--- src/rtl/payment_unit.sv ---
// Credit/payment stage ahead of the vending controller: collects coins, pays out
// with change, generates timeOut and services cancel requests with a refund.
module payment_unit #(
   parameter int TIMEOUT_CYCLES = 1000,
   parameter int CREDIT_W       = 8
) (
   input  logic                clk,
   input  logic                reset,
   input  logic [1:0]          state,
   input  logic [3:0]          index,
   input  logic [CREDIT_W-1:0] price,
   input  logic                coin_valid,
   input  logic [1:0]          coin_value,
   input  logic                cancelled,
   output logic [CREDIT_W-1:0] credit,
   output logic [3:0]          item_latched,
   output logic                paid,
   output logic                change_valid,
   output logic [CREDIT_W-1:0] change_amount,
   output logic                refund_valid,
   output logic [CREDIT_W-1:0] refund_amount,
   output logic                coin_reject,
   output logic                timeOut,
   output logic                cancelledDone,
   output logic [1:0]          fsm_state
);

   localparam int TW = $clog2(TIMEOUT_CYCLES + 1);
   localparam logic [TW-1:0] T_MAX = TW'(TIMEOUT_CYCLES - 1);

   typedef enum logic [1:0] {
      IDLE      = 2'd0,
      COLLECT   = 2'd1,
      REFUND    = 2'd2,
      DONE_WAIT = 2'd3
   } st_t;

   st_t                cur_st, nxt_st;
   logic [TW-1:0]      timer, timer_d;
   logic [CREDIT_W-1:0] credit_d, change_d, refund_d, units;
   logic [3:0]         item_d;
   logic               paid_d, refund_valid_d, reject_d, timeout_d, done_d;
   logic [CREDIT_W:0]  sum;

   assign fsm_state = cur_st;

   always_comb begin
      units = '0;
      case (coin_value)
         2'd0: units = CREDIT_W'(1);
         2'd1: units = CREDIT_W'(2);
         2'd2: units = CREDIT_W'(5);
         default: units = CREDIT_W'(20);
      endcase
   end

   // One extra bit so a coin that would wrap the credit can be detected and rejected.
   assign sum = {1'b0, credit} + {1'b0, units};

   always_comb begin
      nxt_st         = cur_st;
      credit_d       = credit;
      item_d         = item_latched;
      timer_d        = timer;
      paid_d         = 1'b0;
      change_d       = change_amount;
      refund_valid_d = 1'b0;
      refund_d       = refund_amount;
      reject_d       = 1'b0;
      timeout_d      = timeOut;
      done_d         = cancelledDone;
      case (cur_st)
         IDLE: begin
            if (cancelled) begin
               reject_d = coin_valid;
               refund_d = '0;
               done_d   = 1'b1;
               nxt_st   = DONE_WAIT;
            end else if (coin_valid) begin
               if (state == 2'b01) begin
                  credit_d = units;
                  item_d   = index;
                  timer_d  = '0;
                  nxt_st   = COLLECT;
               end else begin
                  reject_d = 1'b1;
               end
            end
         end
         COLLECT: begin
            if (cancelled) begin
               reject_d = coin_valid;
               nxt_st   = REFUND;
            end else if (credit >= price) begin
               reject_d = coin_valid;
               paid_d   = 1'b1;
               change_d = credit - price;
               credit_d = '0;
               timer_d  = '0;
               nxt_st   = IDLE;
            end else if (coin_valid) begin
               timer_d = '0;
               if (sum[CREDIT_W]) reject_d = 1'b1;
               else               credit_d = sum[CREDIT_W-1:0];
            end else begin
               if (timer != T_MAX) timer_d = timer + 1'b1;
               if (timer == T_MAX) timeout_d = 1'b1;
            end
         end
         REFUND: begin
            reject_d       = coin_valid;
            refund_valid_d = 1'b1;
            refund_d       = credit;
            credit_d       = '0;
            done_d         = 1'b1;
            nxt_st         = DONE_WAIT;
         end
         default: begin
            reject_d = coin_valid;
            if (!cancelled) begin
               done_d = 1'b0;
               nxt_st = IDLE;
            end
         end
      endcase
      // timeOut only has meaning while collecting.
      if (nxt_st != COLLECT) timeout_d = 1'b0;
   end

   always_ff @(posedge clk) begin
      if (reset) begin
         cur_st        <= IDLE;
         credit        <= '0;
         item_latched  <= '0;
         timer         <= '0;
         paid          <= 1'b0;
         change_valid  <= 1'b0;
         change_amount <= '0;
         refund_valid  <= 1'b0;
         refund_amount <= '0;
         coin_reject   <= 1'b0;
         timeOut       <= 1'b0;
         cancelledDone <= 1'b0;
      end else begin
         cur_st        <= nxt_st;
         credit        <= credit_d;
         item_latched  <= item_d;
         timer         <= timer_d;
         paid          <= paid_d;
         change_valid  <= paid_d;
         change_amount <= change_d;
         refund_valid  <= refund_valid_d;
         refund_amount <= refund_d;
         coin_reject   <= reject_d;
         timeOut       <= timeout_d;
         cancelledDone <= done_d;
      end
   end

endmodule

--- config.mk ---
export PLATFORM = sky130hd
export DESIGN_NAME = payment_unit
export DESIGN_NICKNAME = d
export VERILOG_FILES = /design/src/rtl/payment_unit.sv
export SDC_FILE = /design/constraint.sdc
export NUM_CORES = 1
export LEC_CHECK = 0
export CAP_MARGIN = 0
export CORE_ASPECT_RATIO = 0.5
export CORE_MARGIN = 2
export CORE_UTILIZATION = 50
export CTS_CLUSTER_SIZE = 10
export DETAILED_ROUTE_END_ITERATION = 16
export HOLD_SLACK_MARGIN = 0.03
export PLACE_DENSITY = 0.78
export SYNTH_ARGS = -nofsm -noshare
export SYNTH_HDL_FRONTEND = slang
export SYNTH_SLANG_ARGS = --single-unit
--- constraint.sdc ---
create_clock -name clk -period 4.7 [get_ports clk]
set_clock_uncertainty 0.05 [all_clocks]
set_input_delay 1.41 -clock clk [delete_from_list [all_inputs] [get_ports clk]]
set_output_delay 1.41 -clock clk [all_outputs]
set_load 0.05 [all_outputs]
==> flow_summary.ini, run 1 <==
[critical_path]
r2r_slack_ns = 1.78
critical_path_peak_fanout = 11
worst_ep_required_time_ns = 4.84
critPathArrivalTime_ns = 4.13
cp_cell_sequence = clkdlybuf4s50_1 -> ha_1 -> fa_1 -> nand2b_1 -> a21oi_1 -> o21a_1 -> nor4_2 -> and3_1 -> a221o_1
crit_family = compound AO/OA/AOI/OAI gates
cpMaxStageDelayCell = o21a_1
path_class = in -> reg
slowest_delay_ns = 0.42
path_buf_inv = 1
worstSetupEndpointType = flip-flop
worst_setup_path_start_kind = input pin

[yosys]
ys_ff_latch = 45
ys_seq_area_frac = 0.3291
yosys_warnings = 0
synth_cell_types = 55
synthArstFlopShare = 0
syn_avg_cell_area_sq_um = 8.423
netlist_area_sq_mm = 0.002738
synthesis.nets = 364
ys.flop_type = dfxtp_1
syn-instance-count = 325
synth-edff-count = 0

[run]
cap_violations = 0

[timing]
worstMarginPinSlew_ns = 0.5592
rsz0062_at_grt = no
fin_crit_sh = 0.8482
hold_viol = 0
fmax_mhz = 250.9
finalSetupTns_ns = 0
slew_viol_final = 0
setup_viol = 0
slew_headroom = 0.6241
period_minus_slack_ns = 3.986

[cts]
clkTransAtPathRegs_ns = 0.08
clock_sinks = 45
ctsResizeCount = 0
clk_latency_ns = 0.30
cts_buffer_depth = 2
cts_tree = built
cts_hold_buf = 0
h-tree-depth = 2
cts-root-buf = clkbuf_8
post_cts_buffers = 0
cts_buffers = 5

[power]
power_density_mw_per_mm2 = 411.6
peakVddDrop_mv = 0.2322
p_leak_nw = 1.310
totalPowerFinal_w = 0.001399

[placed_design]
portBuffers = 55
dp.final_hpwl_um = 5064
gp_congestion = 0.8850

[routing]
vias = 2526
ant_nets = 0
drc_errors = 0
vias_per_cell = 5.689
drtIter0Drc = 167
wl_um = 6840
routedWlPerCell_um = 15.41
firstDrtPassIters = 4

[cells_and_area]
num-nets-final = 413
antennaDiodeCount = 0
utilization = 0.6679
syn_to_final_growth_pct = 24.18
nFillCells = 460
drive_gt1_frac = 0.05882

[floorplan]
rows = 18
fp.dieW_um = 108.6
initial_core_util = 0.5379
ios = 56
fp.dieH_um = 56.32
die_area_sq_mm = 0.006119
core_sq_mm = 0.005090

[global_route]
grt_pass1_vias = 2350
track_usage = 0.2396
grt_max_degree = 37
antenna_found_initial = 0
overflow = 0
grt_pass1_wl_um = 11510

[worst_hold_path]
hp-class = reg -> reg

[status]
status = complete, no violations
cell type report:
type | count | area, sq um | area share
Multi-Input combinational cell | 244 | 1680 | 0.4943
Tap cell | 70 | 87.58 | 0.02576
Sequential cell | 45 | 900.9 | 0.2650
Clock buffer | 7 | 86.33 | 0.02540
Inverter | 21 | 78.83 | 0.02319
Timing Repair Buffer | 57 | 565.5 | 0.1664
state kept, by name (all words and copies together), names as in the netlist, 2 cells and up:
name	cells
timer	10
item_latched	4
credit	8
refund_amount	8
change_amount	8
fsm_state	2
synth_stat cells (6+ instances only):
cell	n	area share
a22oi_1	8	0.022
ha_1	17	0.078
a21oi_1	15	0.027
nor2_1	45	0.062
o21ai_0	11	0.020
nor2b_1	6	0.014
and2_1	6	0.014
dfxtp_1	45	0.33
a211oi_1	6	0.016
nand2_1	17	0.023
mux2i_1	10	0.037
clkbuf_1	10	0.014
nand3_1	7	0.013
nor3_1	8	0.015
inv_1	21	0.029
a31oi_1	6	0.014
stage by stage:
step	hold slack [ns]	area (sq um)	setup WS, ns	cells
6_report	0.4300	3400	0.7136	444
2_1_floorplan	0.4263	2738	1.104	325
5_1_grt	0.4500	3400	0.5539	444
4_1_cts	0.4325	3400	0.7427	444
3_3_place_gp	0.3997	3313	0.5094	437
3_5_place_dp	0.4172	3313	0.4494	437
per-layer routing:
metal  wire (um)  track usage  share of wire
met5           0            0              0
met4          75      0.06227          0.011
met3         463      0.05226          0.068
met2        2948       0.3500           0.43
met1        3351       0.3547           0.49
kinds of logic after synthesis:
family	share of synthesized area
AOI/OAI and AO/OA	0.2203
xor gates and xnor gates	0.02240
adders and majority gates	0.09232
buffers and inverters	0.05713
DFF	0.3291
muxes	0.04479
and+or+nand+nor	0.2340
final timing paths:
path / start / to / depth (start not counted)
worst max-delay path: price[0] / timer[7]$_SDFFE_PP0P_ / 9
worst min-delay path: change_amount[7]$_SDFFE_PP0P_ / change_amount[7]$_SDFFE_PP0P_ / 2
worst max register to register: credit[0]$_SDFFE_PP0P_ / timer[7]$_SDFFE_PP0P_ / 9
worst min register to register: change_amount[7]$_SDFFE_PP0P_ / change_amount[7]$_SDFFE_PP0P_ / 2
worst min-delay path, delay by kind of cell, from the launching register on:
kind / cells / cell delay (ns)
flip-flops: 1 / 0.32
AO/OA/AOI/OAI: 1 / 0.06
AND/OR/NAND/NOR: 1 / 0.06
report_power, final:
part	switching [W]	leakage [nW]	internal (W)	total (W)
Sequential	0.0000420	0.364	0.000417	0.000459
Combinational	0.000438	0.902	0.000256	0.000694
Clock	0.000129	0.0443	0.000117	0.000246
layout by cell type (no fill, tap or decap), types with 7 or more instances in the layout:
cell             netlist  final
a21oi_1               15     15
a22oi_1                8      8
clkdlybuf4s50_1        0     55
dfxtp_1               45     45
ha_1                  17     17
inv_1                 21     21
mux2i_1               10     10
nand2_1               17     17
nand3_1                7      7
nor2_1                45     45
nor3_1                 8      8
o21ai_0               11     11
Power figures use the tool's default switching activity.
==> run 2, diff against run 1 <==
--- a/config.mk
+++ b/config.mk
@@ -8,11 +8,11 @@
 export CAP_MARGIN = 0
 export CORE_ASPECT_RATIO = 0.5
 export CORE_MARGIN = 2
-export CORE_UTILIZATION = 50
+export CORE_UTILIZATION = 47
 export CTS_CLUSTER_SIZE = 10
 export DETAILED_ROUTE_END_ITERATION = 16
 export HOLD_SLACK_MARGIN = 0.03
-export PLACE_DENSITY = 0.78
+export PLACE_DENSITY = 0.77
 export SYNTH_ARGS = -nofsm -noshare
 export SYNTH_HDL_FRONTEND = slang
 export SYNTH_SLANG_ARGS = --single-unit
==> constraint.sdc (replaced) <==
create_clock -name clk -period 3.28 [get_ports clk]
set_clock_uncertainty 0.05 [all_clocks]
set_input_delay 0.984 -clock clk [delete_from_list [all_inputs] [get_ports clk]]
set_output_delay 0.984 -clock clk [all_outputs]
set_load 0.05 [all_outputs]
==> run 2 against run 1 <==
Net effect: first-iteration DRC count is 34% higher; clock power is 100% higher; cell count is 8.8% higher; final area is 14% higher; total power is 67% higher; core utilization is 3.2 points higher; setup slack worse by 0.64 ns; die area is 6.0% higher; critical path depth stayed put; combinational power is 71% higher; global-route usage is 0.67 points lower; worst hold slack worse by 0.0051 ns.
==> flow_summary.ini, run 2 (same netlist as run 1, synthesis figures left out) <==
[status]
status = complete, no violations

[cts]
h-tree-depth = 2
cts_tree = built
cts_hold_buf = 0
clock_sinks = 45
clkTransAtPathRegs_ns = 0.06
clk_latency_ns = 0.29
cts_buffer_depth = 2
cts_buffers = 5
cts-root-buf = clkbuf_16

[routing]
firstDrtPassIters = 6
drc_errors = 0
vias = 2776
ant_nets = 0
routedWlPerCell_um = 15.79
wl_um = 7627
vias_per_cell = 5.747
drtIter0Drc = 224

[placed_design]
gp_congestion = 0.9043
dp.final_hpwl_um = 5595
portBuffers = 55
place_inst = 474
place_area_sq_mm = 0.003597

[critical_path]
crit_family = simple AND/OR/NAND/NOR gates
slowest_delay_ns = 0.46
critPathArrivalTime_ns = 3.36
cpMaxStageDelayCell = clkdlybuf4s50_1
critPathLaunch = price[2]
path_depth = 9
critical_path_peak_fanout = 6
cp_cell_sequence = clkdlybuf4s50_1 -> inv_1 -> ha_4 -> and4_2 -> o21a_4 -> buf_4 -> or3_4 -> or3_1 -> o32ai_2
path_buf_inv = 3
path_class = in -> reg
worstSetupEndpointType = flip-flop
worst_setup_path_start_kind = input pin
worst_ep_required_time_ns = 3.43
r2r-end = timer[0]$_SDFFE_PP0P_
reg2reg_from = credit[6]$_SDFFE_PP0P_
r2r_slack_ns = 0.74
rr_worst_depth = 7

[worst_hold_path]
whs_endpoint = change_amount[7]$_SDFFE_PP0P_
holdPathStages = 2
min_from = change_amount[7]$_SDFFE_PP0P_
hp-class = reg -> reg

[floorplan]
fp.dieH_um = 57.97
die_area_sq_mm = 0.006488
ios = 56
core_sq_mm = 0.005539
fp.dieW_um = 111.9
initial_core_util = 0.4942
rows = 19

[cells_and_area]
drive_gt1_frac = 0.1878
finish.instance_area_sq_mm = 0.003876
final_cell_mix = clkdlybuf4s50_1 (53), nor2_1 (45), dfxtp_1 (45), buf_4 (35), inv_1 (20)
nFillCells = 435
finalNonFillerCells = 483
syn_to_final_growth_pct = 41.59
antennaDiodeCount = 0
mostFrequentLayoutCell = clkdlybuf4s50_1
largest_reg_flops = 10
num-nets-final = 448
top_register = timer

[global_route]
grt_max_degree = 37
overflow = 0
grt_pass1_vias = 2573
track_usage = 0.2329
grt_pass1_wl_um = 11970
antenna_found_initial = 0

[power]
peakVddDrop_mv = 0.4699
power_density_mw_per_mm2 = 602.2
p_leak_nw = 1.546
totalPowerFinal_w = 0.002334

[timing]
fmax_mhz = 311.6
worst_hold_slack_ns = 0.4249
rsz0062_at_grt = yes
finalSetupTns_ns = 0
setup_viol = 0
period_minus_slack_ns = 3.209
slew_headroom = 0.5923
slew_viol_final = 0
fin_crit_sh = 0.9784
worstMarginPinSlew_ns = 0.6092
hold_viol = 0

[run]
cap_violations = 0
[run 2: cell count changes in the layout (fill, tap and decap cells not counted), moves of 4 or more]
cell	delta
clkbuf_8	-6
ha_4	+4
ha_1	-6
buf_4	+33
clkbuf_16	+5
[run 2: stage by stage]
step                utilization  setup WS [ns]
floorplan                     -         0.1104
global placement         0.6494        -0.2498
detailed placement       0.6494        -0.3122
CTS                      0.6774        0.01551
global route             0.6998     -0.0004734
finish                   0.6998        0.07071
[run 2: worst reg2reg max path: cells and delay by family (launching register included)]
| family | cells | cell delay, ns |
|---|---|---|
| adders and majority gates | 1 | 0.30 |
| muxes | 1 | 0.20 |
| DFF | 1 | 0.55 |
| and+or+nand+nor | 2 | 0.90 |
| AOI/OAI and AO/OA | 3 | 0.49 |
[run 2: worst max path at each step]
| stage | to | slack, ns |
|---|---|---|
| 2_1_floorplan | timer[7]$_SDFFE_PP0P_ | 0.11 |
| 3_3_place_gp | credit[7]$_SDFFE_PP0P_ | -0.25 |
| 3_5_place_dp | timer[0]$_SDFFE_PP0P_ | -0.31 |
| 4_1_cts | timer[0]$_SDFFE_PP0P_ | 0.02 |
| 5_1_grt | credit[7]$_SDFFE_PP0P_ | -0.0005 |
| 6_report | credit[7]$_SDFFE_PP0P_ | 0.07 |
[run 2: routing by layer]
metal,track usage,part of all wire,wire (um),vias up
met2,0.3740,0.45,3423,96
met4,0.09756,0.022,164,0
met5,0,0,0,-
li1,-,-,-,1332
met3,0.05335,0.054,411,15
met1,0.3091,0.48,3627,1333
[run 2: repair_timing]
item / CTS / global route
pin swaps: 1 / 4
buffers inserted: 0 / 1
gates resized for setup: 4 / 22
endpoints found under the setup margin: 10 / 25
[run 2: report_power, final]
part | internal [W] | total [W] | leakage [nW] | switching [W]
clock | 0.000280 | 0.000491 | 0.0706 | 0.000211
combinational | 0.000487 | 0.00119 | 1.11 | 0.000699
sequential | 0.000598 | 0.000658 | 0.364 | 0.0000599
total | 0.00137 | 0.00233 | 1.55 | 0.000969
[run 2: cell type report]
type | instances | area, sq um | area share
multi-input combinational | 244 | 1808 | 0.4664
clock buffer | 6 | 128.9 | 0.03325
tap | 73 | 91.34 | 0.02356
inverter | 21 | 78.83 | 0.02034
clock inverter | 2 | 10.01 | 0.002582
sequential | 45 | 900.9 | 0.2324
timing repair buffer | 92 | 858.3 | 0.2214
==> run 3, diff against run 2 <==
--- a/config.mk
+++ b/config.mk
@@ -5,10 +5,10 @@
 export SDC_FILE = /design/constraint.sdc
 export NUM_CORES = 1
 export LEC_CHECK = 0
+export ABC_AREA = 1
 export CAP_MARGIN = 0
-export CORE_ASPECT_RATIO = 0.5
 export CORE_MARGIN = 2
-export CORE_UTILIZATION = 47
+export CORE_UTILIZATION = 48
 export CTS_CLUSTER_SIZE = 10
 export DETAILED_ROUTE_END_ITERATION = 16
 export HOLD_SLACK_MARGIN = 0.03
==> run 3 against run 2 <==
Net effect: clock-buffer cell count increased by 2; clock power decreased by 33%; wire length is 6.7% lower; critical path type unchanged.
==> flow_summary.ini, run 3 <==
[timing]
fin_crit_sh = 0.9085
fmax_mhz = 335.6
setup_viol = 0
worstMarginPinSlew_ns = 0.5792
slew_headroom = 0.6139
hold_viol = 0
rsz0062_at_grt = no
finalSetupTns_ns = 0
period_minus_slack_ns = 2.980
slew_viol_final = 0

[yosys]
yosys-top-cells-count = nand2_1 (101), nor2_1 (75), inv_1 (72)
yosysTopAreaCellShare = 0.2978
synthesis.nets = 500
yosys_warnings = 0
synth_cell_types = 35
syn_avg_cell_area_sq_um = 6.563
synthArstFlopShare = 0
syn-instance-count = 461
yosys.area.top_type = dfxtp_1
synth-edff-count = 0
synthTopCellsByArea = dfxtp_1 (30%), nand2_1 (13%), nor2_1 (9.3%), inv_1 (8.9%), ha_1 (7.0%)
netlist_area_sq_mm = 0.003025
synth.most_common_cell = nand2_1
ys_ff_latch = 45
ys_seq_area_frac = 0.2978
ys.flop_type = dfxtp_1

[routing]
routedWlPerCell_um = 11.94
drc_errors = 0
drtIter0Drc = 190
wl_um = 7115
ant_nets = 0
firstDrtPassIters = 6
vias_per_cell = 5.020
vias = 2992

[floorplan]
initial_core_util = 0.5050
fp.dieH_um = 83.39
core_sq_mm = 0.005991
ios = 56
fp.dieW_um = 83.39
die_area_sq_mm = 0.006954
rows = 28

[placed_design]
gp_congestion = 0.8886
place_area_sq_mm = 0.003657
place_inst = 588
dp.final_hpwl_um = 5501
portBuffers = 55

[critical_path]
r2r-end = change_amount[5]$_SDFFE_PP0P_
path_class = in -> reg
critical_path_peak_fanout = 16
worst_setup_path_start_kind = input pin
critPathLaunch = price[0]
worst_ep_required_time_ns = 3.45
reg2reg_from = credit[0]$_SDFFE_PP0P_
critPathArrivalTime_ns = 3.15
worstSetupEndpointType = flip-flop
rr_worst_depth = 12
r2r_slack_ns = 0.93

[cts]
cts_buffers = 5
ctsResizeCount = 0
clk_latency_ns = 0.28
cts_tree = built
h-tree-depth = 2
cts-root-buf = clkbuf_8
post_cts_buffers = 0
clock_sinks = 45
cts_buffer_depth = 2
cts_hold_buf = 0
clkTransAtPathRegs_ns = 0.08

[run]
cap_violations = 0

[cells_and_area]
finalNonFillerCells = 596
finish.instance_area_sq_mm = 0.003737
num-nets-final = 559
final_cell_mix = nand2_1 (101), nor2_1 (75), inv_1 (72), clkdlybuf4s50_1 (55), dfxtp_1 (45)
mostFrequentLayoutCell = nand2_1
antennaDiodeCount = 0
drive_gt1_frac = 0.05950
top_register = timer
syn_to_final_growth_pct = 23.53
largest_reg_flops = 10

[power]
peakVddDrop_mv = 0.4529
p_leak_nw = 1.600
power_density_mw_per_mm2 = 614.4

[global_route]
antenna_found_initial = 0
grt_pass1_vias = 2744
track_usage = 0.2051
grt_max_degree = 20
overflow = 0
grt_pass1_wl_um = 12070

[worst_hold_path]
whs_endpoint = cancelledDone$_SDFFE_PP0P_
hp-class = reg -> reg
holdPathStages = 2
min_from = cancelledDone$_SDFFE_PP0P_

[status]
status = complete, no violations
[run 3: changes by cell type after synthesis, moves of 10 or more]
cell	previous run	this run
inv_1	21	72
nor2_1	45	75
nand2_1	17	101
a21oi_1	15	26
mux2i_1	10	0
nand3_1	7	38
[run 3: worst max path at each step]
stage,endpoint,slack (ns),cells past startpoint
2_1_floorplan,credit[7]$_SDFFE_PP0P_,0.59,13
3_3_place_gp,timer[4]$_SDFFE_PP0P_,0.05,13
3_5_place_dp,change_amount[5]$_SDFFE_PP0P_,0.006,12
4_1_cts,change_amount[5]$_SDFFE_PP0P_,0.30,12
5_1_grt,credit[6]$_SDFFE_PP0P_,0.12,14
6_report,change_amount[5]$_SDFFE_PP0P_,0.30,12
[run 3: metrics by stage]
stage,total power [W],hold WS (ns),setup WS [ns],utilization
2_1_floorplan,0.001654,0.4298,0.5927,-
6_report,0.002296,0.4152,0.3001,0.6239
4_1_cts,0.002308,0.4204,0.3005,0.6239
3_3_place_gp,0.001950,0.4027,0.05015,0.6105
3_5_place_dp,0.001970,0.4074,0.005616,0.6105
5_1_grt,0.002465,0.4549,0.1161,0.6239
[run 3: where the power goes]
group          internal, W  total, W  switching, W
combinational     0.000444   0.00125      0.000804
clock             0.000152  0.000329      0.000177
sequential        0.000630  0.000719     0.0000890
[run 3: area by class of cell]
class	instances	area (sq um)
fillers	525	2253
flip-flops and latches	45	900.9
repair buffers	65	625.6
multi-input cells	329	1759
clock buffers	8	80.08
well taps	75	93.84
inverters	74	277.8
[run 3: critical path, stage by stage]
cell and delay, ns:
clkdlybuf4s50_1 0.40, ha_1 0.23, fa_1 0.40, inv_1 0.07, nand3_1 0.06, nand2_1 0.09
nand2_1 0.09, nand3_4 0.13, nand2_2 0.10, nor2_4 0.28, o21ai_0 0.15, a21oi_1 0.16
[run 3: cell families after synthesis]
| logic type | after synthesis | share of synthesized area |
|---|---|---|
| compound gates | 59 | 0.1088 |
| xor+xnor | 10 | 0.02895 |
| fa+ha+maj | 19 | 0.08354 |
| buf+inv | 87 | 0.1208 |
| flops | 45 | 0.2978 |
| simple gates | 241 | 0.3602 |
[run 3: per-layer routing]
metal,share of wire,global-route usage
met4,0.0062,0.03726
met3,0.048,0.03479
met2,0.47,0.3490
met5,0,0
met1,0.48,0.2750
